$ cat src/rtl/fetch_pkg.sv
// Shared types and constants for the RV32I instruction fetch stage.
package fetch_pkg;

  typedef enum logic [1:0] {
    S_REQ  = 2'd0,
    S_WAIT = 2'd1,
    S_HOLD = 2'd2
  } fetch_state_e;

  localparam logic [31:0] NOP_INSN   = 32'h0000_0013;
  localparam logic [31:0] INSN_BYTES = 32'd4;

  // Instruction fetches are always word aligned; low address bits are dropped.
  function automatic logic [31:0] align_word(input logic [31:0] addr);
    return {addr[31:2], 2'b00};
  endfunction

endpackage

$ cat src/rtl/fetch_unit_add.sv
// Plain modulo-2^W adder shared by the fetch stage for its PC increment.
module fetch_unit_add #(
  parameter int W = 32
) (
  input  logic [W-1:0] a_i,
  input  logic [W-1:0] b_i,
  output logic [W-1:0] sum_o
);

  assign sum_o = a_i + b_i;

endmodule

$ cat src/rtl/fetch_unit.sv
// RV32I fetch stage: owns the PC, keeps one imem read in flight and buffers
// one instruction for decode.
//
// Handshakes: decode consumes inst_o on a rising edge where inst_valid_o and
// inst_ready_i are both 1; inst_o/inst_pc_o/inst_pc_four_o stay stable while
// inst_valid_o=1 and inst_ready_i=0. imem_req_o is a one-cycle pulse with
// imem_addr_o valid in that cycle; imem_rvalid_i may arrive any later cycle.
module fetch_unit
  import fetch_pkg::*;
#(
  parameter logic [31:0] RESET_PC = 32'h0000_0000
) (
  input  logic        clk_i,
  input  logic        rst_i,
  input  logic        br_taken_i,
  input  logic [31:0] br_target_i,
  output logic        imem_req_o,
  output logic [31:0] imem_addr_o,
  input  logic        imem_rvalid_i,
  input  logic [31:0] imem_rdata_i,
  output logic        inst_valid_o,
  input  logic        inst_ready_i,
  output logic [31:0] inst_o,
  output logic [31:0] inst_pc_o,
  output logic [31:0] inst_pc_four_o
);

  fetch_state_e state_q, state_d;
  logic [31:0]  pc_q, pc_d;
  logic         drop_q, drop_d;
  logic         valid_q, valid_d;
  logic [31:0]  inst_q, inst_d;
  logic [31:0]  ipc_q, ipc_d;
  logic [31:0]  ipc_four_q, ipc_four_d;
  logic [31:0]  pc_plus_four;

  fetch_unit_add #(.W(32)) u_pc_add (
    .a_i   (pc_q),
    .b_i   (INSN_BYTES),
    .sum_o (pc_plus_four)
  );

  always_comb begin
    state_d    = state_q;
    pc_d       = pc_q;
    drop_d     = drop_q;
    valid_d    = valid_q;
    inst_d     = inst_q;
    ipc_d      = ipc_q;
    ipc_four_d = ipc_four_q;

    // A redirect wins over every other event; only the fate of the
    // in-flight read depends on the current state.
    if (br_taken_i) begin
      pc_d    = align_word(br_target_i);
      valid_d = 1'b0;
      case (state_q)
        S_REQ: begin
          state_d = S_WAIT;
          drop_d  = 1'b1;
        end
        S_WAIT: begin
          if (imem_rvalid_i) begin
            state_d = S_REQ;
            drop_d  = 1'b0;
          end else begin
            drop_d  = 1'b1;
          end
        end
        default: state_d = S_REQ;
      endcase
    end else begin
      case (state_q)
        S_REQ: state_d = S_WAIT;
        S_WAIT: begin
          if (imem_rvalid_i) begin
            if (drop_q) begin
              drop_d  = 1'b0;
              state_d = S_REQ;
            end else begin
              inst_d     = imem_rdata_i;
              ipc_d      = pc_q;
              ipc_four_d = pc_plus_four;
              pc_d       = pc_plus_four;
              valid_d    = 1'b1;
              state_d    = S_HOLD;
            end
          end
        end
        default: begin
          if (valid_q && inst_ready_i) begin
            valid_d = 1'b0;
            state_d = S_REQ;
          end
        end
      endcase
    end
  end

  always_ff @(posedge clk_i) begin
    if (rst_i) begin
      state_q    <= S_REQ;
      pc_q       <= RESET_PC;
      drop_q     <= 1'b0;
      valid_q    <= 1'b0;
      inst_q     <= NOP_INSN;
      ipc_q      <= 32'h0000_0000;
      ipc_four_q <= INSN_BYTES;
    end else begin
      state_q    <= state_d;
      pc_q       <= pc_d;
      drop_q     <= drop_d;
      valid_q    <= valid_d;
      inst_q     <= inst_d;
      ipc_q      <= ipc_d;
      ipc_four_q <= ipc_four_d;
    end
  end

  assign imem_req_o     = (state_q == S_REQ) && !rst_i;
  assign imem_addr_o    = pc_q;
  assign inst_valid_o   = valid_q;
  assign inst_o         = inst_q;
  assign inst_pc_o      = ipc_q;
  assign inst_pc_four_o = ipc_four_q;

endmodule

$ cat config.mk
export PLATFORM = sky130hd
export DESIGN_NAME = fetch_unit
export DESIGN_NICKNAME = d
export VERILOG_FILES = /design/src/rtl/fetch_pkg.sv /design/src/rtl/fetch_unit_add.sv /design/src/rtl/fetch_unit.sv
export SDC_FILE = /design/constraint.sdc
export NUM_CORES = 1
export LEC_CHECK = 0
export ABC_AREA = 1
export CAP_MARGIN = 20
export CORE_MARGIN = 8
export CORE_UTILIZATION = 50
export CTS_BUF_LIST = sky130_fd_sc_hd__clkbuf_4 sky130_fd_sc_hd__clkbuf_8
export CTS_CLUSTER_SIZE = 28
export DETAILED_ROUTE_END_ITERATION = 10
export MAX_ROUTING_LAYER = met4
export PLACE_DENSITY_LB_ADDON = 0.15
export SYNTH_ARGS = -nofsm -noshare
export SYNTH_HDL_FRONTEND = slang
export SYNTH_SLANG_ARGS = --single-unit
$ cat constraint.sdc
create_clock -name clk_i -period 4.3 [get_ports clk_i]
set_input_delay 0.43 -clock clk_i [delete_from_list [all_inputs] [get_ports clk_i]]
set_output_delay 0.43 -clock clk_i [all_outputs]
set_load 0.005 [all_outputs]
Word-level counts from Yosys, hierarchy flattened
Cells that the tools add are included.
{"block": "totals", "register_bits": 132, "inputBits": 69, "out_inout_bits": 130, "elab_cells": 52}
{"block": "op_classes", "n_addsub": 1, "eq_ne": 4, "muxes": 20, "bitwise_logic": 3, "n_reduce_logical": 16}
{"op": "two-way mux 32 bit", "count": 4}
{"op": "adder 32 x 3 -> 32 bit, second input constant", "count": 1}
{"op": "two-way mux 2 bit", "count": 5}
{"op": "AND reduction 3 bit", "count": 3}
{"op": "case mux 2 bit (2 select lines)", "count": 2}
{"op": "AND reduction 4 bit", "count": 2}
{"op": "nonzero test 2 bit", "count": 4}
{"op": "two-way mux 1 bit", "count": 7}
{"op": "inequality test 2 bit, second input constant", "count": 3}
{"op": "case mux 1 bit (2 select lines)", "count": 2}
{"op": "nonzero test 4 bit", "count": 1}
{"op": "NOT 1 bit", "count": 3}
{"op": "equality test 2 x 1 -> 1 bit, second input constant", "count": 1}
{"op": "logical AND 1 bit", "count": 2}
{"op": "logical NOT 2 bit", "count": 1}
{"op": "AND reduction 2 bit", "count": 1}
{"op": "OR reduction 2 bit", "count": 1}
{"op": "logical NOT 1 bit", "count": 1}

Depth between registers and ports, before layout
{"block": "logic_depth", "depth_word": 5, "ltp_mapped": 11, "mapped_depth_nobuf": 10}

Hierarchy
A second synthesis with hierarchy kept.
{"block": "hier_totals", "hier_cells": 1146, "area_unflattened_um2": 7290.7}
{"mod": "fetch_unit", "n_inst": 1, "cells_each": 655, "area_per_inst_um2": 4967.3, "seq_area_each_um2": 2642.5}
{"mod": "fetch_unit_add", "n_inst": 1, "cells_each": 491, "area_per_inst_um2": 2323.5, "seq_area_each_um2": 0.0}

Worst setup path after synthesis
No wires, ideal clock.
{"block": "synth_path", "path_type": "register to register", "start": "register pc_q[3] (netlist: imem_addr_o[3])", "end": "register ipc_four_q[26] (netlist: inst_pc_four_o[26])", "setup_ns": 0.109, "t_arrival_ns": 1.336, "t_required_ns": 4.191, "path_slack_ns": 2.855, "stages_incl_launch_ff": 11, "path_buffers": 0, "period_less_slack_ns": 1.445, "cell_sequence": "dfxtp_1 -> ha_1 -> nand2_1 -> nor2_4 -> nand2_4 -> nor2_4 -> nand2_1 -> nand2_1 -> nand3_1 -> nand2_1 -> inv_1"}
{"block": "synth_via", "elab_chain_cells": 1}
{"element": "start, declared", "line": "fetch_unit.sv:29", "rtl": "logic [31:0] pc_q, pc_d;"}
{"element": "start signal, assigned", "line": "fetch_unit.sv:111", "rtl": "pc_q <= pc_d;"}
{"element": "adder 32 x 3 -> 32 bit", "line": "fetch_unit_add.sv:10", "rtl": "assign sum_o = a_i + b_i;"}
{"element": "end signal, assigned", "line": "fetch_unit.sv:116", "rtl": "ipc_four_q <= ipc_four_d;"}
{"element": "end, declared", "line": "fetch_unit.sv:34", "rtl": "logic [31:0] ipc_four_q, ipc_four_d;"}
Every way passes these cells.
A chain may end at the register's enable or synchronous reset.

Final worst setup path
{"block": "layout_path", "start": "register state_q[1]", "end": "output imem_req_o"}
{"block": "layout_via", "elab_chain_cells": 2}
{"element": "start, declared", "line": "fetch_unit.sv:28", "rtl": "fetch_state_e state_q, state_d;"}
{"element": "start signal, assigned", "line": "fetch_unit.sv:110", "rtl": "state_q <= state_d;"}
{"element": "logical NOT 2 bit", "line": "fetch_unit.sv:120", "rtl": "assign imem_req_o = (state_q == S_REQ) && !rst_i;"}
{"element": "logical AND 1 bit", "line": "fetch_unit.sv:120"}
{"element": "end, declared", "line": "fetch_unit.sv:17", "rtl": "output logic imem_req_o,"}
Every way passes these cells.

==> metrics.md <==
| Metric | Value |
|---|---|
| Final WS setup | `2.127 ns` |
| Post-CTS sizing | `0` |
| Drt drc | `0` |
| Skew final | `about 0.010 ns` |
| R2r setup slk | `~2.4 ns` |
| Synth area leaders | `dfxtp_1 46%, nand2_1 12%, nor2_1 8.3%, o21ai_0 5.8%, a21oi_1 5.4%` |
| Main flop type after synthesis | `dfxtp_1` |
| Core region area | `10,750 sq um` |
| Final Hold Fails | `0` |
| Leakage Power | `around 3.2 nW` |
| Clock-pin slew on the worst setup and hold paths | `~0.07 ns` |
| DR pass1 iterations | `5` |
| Synthesis-to-layout area growth | `43.50%` |
| Fin crit period | `2.173 ns` |
| WP data arrival | `between 1.5 and 2 ns` |
| Multi-input logic area | `about 2500 sq um` |
| Hold Crit Class | `flip-flop to flip-flop` |
| CTS Buffer Depth | `2` |
| CTS Hold Buffers Added | `0` |
| Initial antenna violation count | `0` |
| Worst skew pair latency | `0.44 ns` |
| Max-cap violations | `0` |
| RSZ-0062 raised after global routing | `no` |
| Synth cell types | `32` |
| CTS buffer count | `17` |
| Capture point of the worst reg-to-reg path | `inst_pc_four_o[23]` |
| Number of fill cells | `888` |
| Startpoint type of the worst setup path | `flip-flop` |
| Kind of critical path | `flip-flop to primary output` |
| Slew Viols, Final | `0` |
| WL met3 | `~1500 um` |
| Min Hold Slack | `0.4667 ns` |
| Uppermost layer routed | `met4` |
| Vias in the first global route | `approximately 5.4k` |
| CP required | `~3.9 ns` |
| Synth warn | `0` |
| Pre-CTS WS | `1.464 ns` |
| Die Ht | `between 100 and 150 um` |
| Port buffer count | `between 150 and 200` |
| DR WL met2 | `approximately 8300 um` |
| Post-route ant nets | `0` |
| Tot GR Track Use | `0.2408` |
| Gpl congestion | `slightly below 0.9` |
| DR vias/cell | `5.161` |
| Register area | `around 2500 sq um` |
| R2R depth | `9` |
| Fraction of registers with async set/reset | `0` |
| Worst hold stages | `2` |
| Wirelength, routed | `between 15,000 and 20,000 um` |
| Max Freq | `approximately 460 MHz` |
| Die width | `120.4 um` |
| Worst-Margin Slew | `between 0.5 and 0.6 ns` |
| Synth Instances | `762` |
| CP Capture Type | `primary output` |
| Post-DR wirelength/cell | `approximately 16 um` |
| Largest net degree at the start of global routing | `approximately 130` |
| CP startpoint | `state_q[1]` |
| Die ar. | `~14,000 sq um` |
| FF+latch count, synth | `126` |
| Crit path capture | `imem_req_o` |
| Total grt overflow | `0` |
| Final setup fails | `0` |
| Core Rows | `38` |
| CTS tree | `done` |
| Setup TNS | `0 ns` |
| Outcome | `completed` |
| Root buffer cell | `clkbuf_8` |
| VDD IR-drop max | `between 200 and 250 uV` |
| Syn Std Cell Area | `around 5400 sq um` |
| # clock sinks | `approximately 130` |
| First-pass GRT wire length | `27,190 um` |
| Reg-to-reg startpoint | `state_q[1]` |
| Avg Synthesized Cell Area | `between 7 and 8 sq um` |
| Critical path fanouts, max | `4` |
| Area leader, netlist | `dfxtp_1` |
| Pwr per Cell Area | `between 300 and 400 nW/um^2` |
| Setup Buffers After CTS | `0` |
| N_diodes | `0` |
| Iter 0 DRT Violations | `about 440` |
| Starting density of the core | `0.5070` |
| Tcrit/Tclk final | `0.5054` |
| Slew margin rel. | `0.6078` |
| Final nets | `a little over 1k` |
| Detailed placement HPWL | `~12,000 um` |
| IO Pins | `roughly 200` |
| CTS H-tree depth | `4` |
| Most common cell after layout, fill and taps aside | `clkdlybuf4s50_1` |
| Seq/Total Area, Yosys | `0.4630` |
| Top cell type's share of synthesized area | `0.4630` |
| Number of flops mapped to enable cells by yosys | `0` |
| Routed via count | `between 5k and 6k` |
| Commonest non-fill, non-tap cells in the layout | `189 x clkdlybuf4s50_1, 174 x nand2_1, 126 x dfxtp_1` |
| Layout cells sized above 1 | `0.06632` |
| WL met1 | `7251 um` |
metrics by stage:
step	utilization	area, sq um	total power [mW]	instances
after floorplan	-	5466	1.418	767
after global placement	0.6815	7323	1.601	1055
after detailed placement	0.6815	7323	1.610	1055
after CTS	0.7212	7750	2.707	1087
after global routing	0.7275	7818	2.797	1090
final	0.7275	7818	2.690	1090
cell usage after synthesis, types with 4 or more instances:
cell,number
nand2_2,4
nor2_2,8
o21ai_0,63
buf_4,11
a31oi_1,8
xor2_1,4
a22oi_1,20
buf_2,11
nor2_1,120
nand2_1,174
dfxtp_1,126
inv_1,54
clkbuf_1,20
a21oi_1,59
nand3_1,51
worst max-delay path: stages, from the launching register on:
cell and delay, ns:
dfxtp_1 0.35, or2_2 0.33, nor2_1 0.10, clkdlybuf4s50_1 0.53
state kept, by name (all words and copies together) (netlist names):
register        count
inst_o             32
imem_addr_o        30
inst_pc_four_o     30
inst_pc_o          30
state_q             2
drop_q              1
inst_valid_o        1
cell type report:
type                    count  share of cell area
well taps                 140             0.02241
clock inverters            10             0.01745
flip-flops and latches    126              0.3227
multi-input cells         539              0.3183
inverters                  56             0.02689
clock buffers              22             0.03713
repair buffers            197              0.2551
worst min path at each step:
stage	from	end	slack, ns
2_1_floorplan	inst_o[0]	inst_o[0]	0.45
6_report	inst_o[0]	inst_o[0]	0.47
3_3_place_gp	inst_o[1]	inst_o[1]	0.44
5_1_grt	inst_pc_four_o[24]	inst_pc_four_o[24]	0.49
4_1_cts	inst_o[4]	inst_o[4]	0.47
3_5_place_dp	inst_o[4]	inst_o[4]	0.45
cell families (layout without fill, tap and decap cells):
family                     Yosys count  after routing  synth area share
other                                1              6         0.0006884
DFF                                126            126            0.4630
adders and majority gates            1              1          0.002296
xor gates and xnor gates             5              5          0.008038
buffers and inverters              102            285           0.08452
AOI/OAI and AO/OA                  156            156            0.1576
and+or+nand+nor                    371            371            0.2839
per-layer routing:
metal	vias up	global-route usage
met4	0	0.08431
met3	24	0.08345
met1	2564	0.2755
li1	2809	-
met2	229	0.3852
met5	-	-
power by group:
group / internal (mW) / switching, mW / total, mW
Combinational: 0.183 / 0.144 / 0.327
Clock: 0.630 / 0.469 / 1.10
Sequential: 1.22 / 0.0471 / 1.26
No activity file was read; power rests on OpenSTA's default activity.
==> variant, RTL diff (config.mk and constraints unchanged) <==
Re-encode `fetch_state_e` (3 states) as one-hot, 3 bits wide.
--- a/src/rtl/fetch_pkg.sv
+++ b/src/rtl/fetch_pkg.sv
@@ -2,8 +2,8 @@
 package fetch_pkg;
 
-  typedef enum logic [1:0] {
-    S_REQ  = 2'd0,
-    S_WAIT = 2'd1,
-    S_HOLD = 2'd2
+  typedef enum logic [2:0] {
+    S_REQ  = 3'b001,
+    S_WAIT = 3'b010,
+    S_HOLD = 3'b100
   } fetch_state_e;
 
Check against the original RTL: no difference found for any inputs over 4 cycles, from zero or initial values and one cycle with rst_i high; so few cycles prove little.
==> variant against the unedited design <==
  * Design area is 2.9% higher
  * Clock power is 7% higher
  * Area after synthesis grew 4.8%
  * Power is 6.9% higher
  * Sequential cell count grew 1
  * Sequential share of layout area fell by 0.67 points
  * Critical path depth increased by 4
  * Setup slack worse by 0.24 ns
  * Wire length rose by 3.7%
==> variant: results (changes against the unedited design) <==
\begin{tabular}{lr}
\hline
Metric & Value \\
\hline
\multicolumn{2}{l}{\textbf{Status}} \\
\quad Result of the run & completed \\
\multicolumn{2}{l}{\textbf{Global routing}} \\
\quad Wire length of the first global-routing pass & 27.4 mm (+0.76\%) \\
\quad Maximum number of pins on one net before global-route repair & 92 (-29\%) \\
\quad Total routing resource utilization after global routing & 23.7\% (-0.33 points) \\
\quad Via count of the first global-routing pass & 5421 (+0.018\%) \\
\multicolumn{2}{l}{\textbf{Synthesis}} \\
\quad Cell variety after synth & 33 (+3.1\%) \\
\quad Synth top area cells & dfxtp\_1 45\%, nand2\_1 14\%, nor2\_1 8.5\%, o21ai\_0 6.1\%, nand3\_1 5.9\% \\
\quad Share of the yosys chip area belonging to registers & 44.5\% (-1.8 points) \\
\quad FFs w/ async S/R, synth & 0\% (unchanged) \\
\quad Top cells by instance count after synthesis & 210 x nand2\_1, 130 x nor2\_1, 127 x dfxtp\_1 \\
\multicolumn{2}{l}{\textbf{Clock network}} \\
\quad TritonCTS Buffers & 17 (unchanged) \\
\quad Setup Fix Bufs, Post-CTS & 0 (unchanged) \\
\quad Insertion delay to the later sink of the worst-skew pair & roughly 0.43 ns \\
\multicolumn{2}{l}{\textbf{Final layout}} \\
\quad Total number of nets in the final design & 1079 (+7.1\%) \\
\quad Number of flip-flops under the largest register name & 32 (unchanged) \\
\quad Share of final-layout standard cells stronger than drive strength 1 & 5.68\% (-0.95 points) \\
\multicolumn{2}{l}{\textbf{Placed design}} \\
\quad Sum of net half-perimeters after detailed placement & 12.6 mm (+4.6\%) \\
\quad Placer congestion estimate & 0.917 (+3.1\%) \\
\quad Placement Cell Area & 7590 sq um (+3.7\%) \\
\quad Place WS & 1.50 ns (+0.0379 ns) \\
\multicolumn{2}{l}{\textbf{Worst setup path}} \\
\quad Maximum net fanout on the critical path & 30 (+26) \\
\quad Worst-path cell with the longest stage delay & inv\_1 \\
\quad Reg-to-Reg End & imem\_addr\_o[5] \\
\quad Startpoint of the most critical register-to-register path & state\_q[2] \\
\quad Crit path launch & br\_taken\_i \\
\quad Max stage delay on crit path & 0.62 ns (+0.09 ns) \\
\quad Setup crit end & imem\_addr\_o[5] \\
\quad Arrival time at the worst endpoint & 2.79 ns (+1.05 ns) \\
\quad FF-to-FF setup slack & 2.20 ns (-0.16 ns) \\
\multicolumn{2}{l}{\textbf{STA}} \\
\quad Time the final worst path needs with I/O delays and setup & 2.41 ns (+0.236 ns) \\
\quad Fin Clk Skew & 0.00814 ns (-0.00224 ns) \\
\quad Transition time of the tightest slew-check pin & 0.904 ns (+0.316 ns) \\
\quad Final hold slack & 0.456 ns (-0.0109 ns) \\
\multicolumn{2}{l}{\textbf{Power and ir drop}} \\
\quad Maximum vdd drop & 0.253 mV (+11\%) \\
\quad Static leakage power & 3.23 nW (+2.4\%) \\
\multicolumn{2}{l}{\textbf{Route}} \\
\quad Routed wire length & 17.9 mm (+3.7\%) \\
\quad Avg Vias per Cell & 5.12 (-0.81\%) \\
\quad Detailed Route Iter0 Violations & 539 (+22\%) \\
\hline
\end{tabular}
## variant: where the power goes
group          switching [W]  internal [W]  total (W)
logic               0.000198      0.000207   0.000405
clock network       0.000471      0.000713    0.00118
registers          0.0000518       0.00124    0.00129
total               0.000720       0.00216    0.00288
## variant: routing by layer
metal	global-route usage [%]	wire, um	vias up
met5	-	0	-
met4	7.24	318	0
met3	5.70	1590	27
met2	38.7	8320	242
met1	28.5	7670	2700
li1	-	-	2990
## variant: worst min-delay path by stage
stage                   endpoint  cells after the start              start
5_1_grt        inst_pc_four_o[7]                      2  inst_pc_four_o[7]
2_1_floorplan  inst_pc_four_o[2]                      2  inst_pc_four_o[2]
3_3_place_gp   inst_pc_four_o[2]                      2  inst_pc_four_o[2]
3_5_place_dp   inst_pc_four_o[2]                      2  inst_pc_four_o[2]
4_1_cts        inst_pc_four_o[2]                      2  inst_pc_four_o[2]
6_report       inst_pc_four_o[2]                      2  inst_pc_four_o[2]
## variant: logic make-up (layout without fill, tap and decap cells)
logic type | count (synthesis) | in the layout | share of synthesized area, %
other | 1 | 6 | 0.0657
buffers and inverters | 129 | 307 | 9.89
AOI/OAI and AO/OA | 149 | 149 | 13.6
and+or+nand+nor | 427 | 427 | 31.1
xor gates and xnor gates | 4 | 4 | 0.614
DFF | 127 | 127 | 44.5
adders and majority gates | 1 | 1 | 0.219
## variant: per-stage QoR
step / instances / total power (W)
after floorplan: 843 / 0.00151
after global placement: 1133 / 0.00171
after detailed placement: 1133 / 0.00172
after CTS: 1164 / 0.00289
after global routing: 1164 / 0.00300
final: 1164 / 0.00288
## variant: area by class of cell
cell class                 instances  area [sq um]
multi-input combinational        587          2620
clock inverter                    11           189
timing repair buffer             195          1950
tap                              143           179
fill                             987          3230
inverter                          81           307
clock buffer                      20           263
sequential                       127          2540
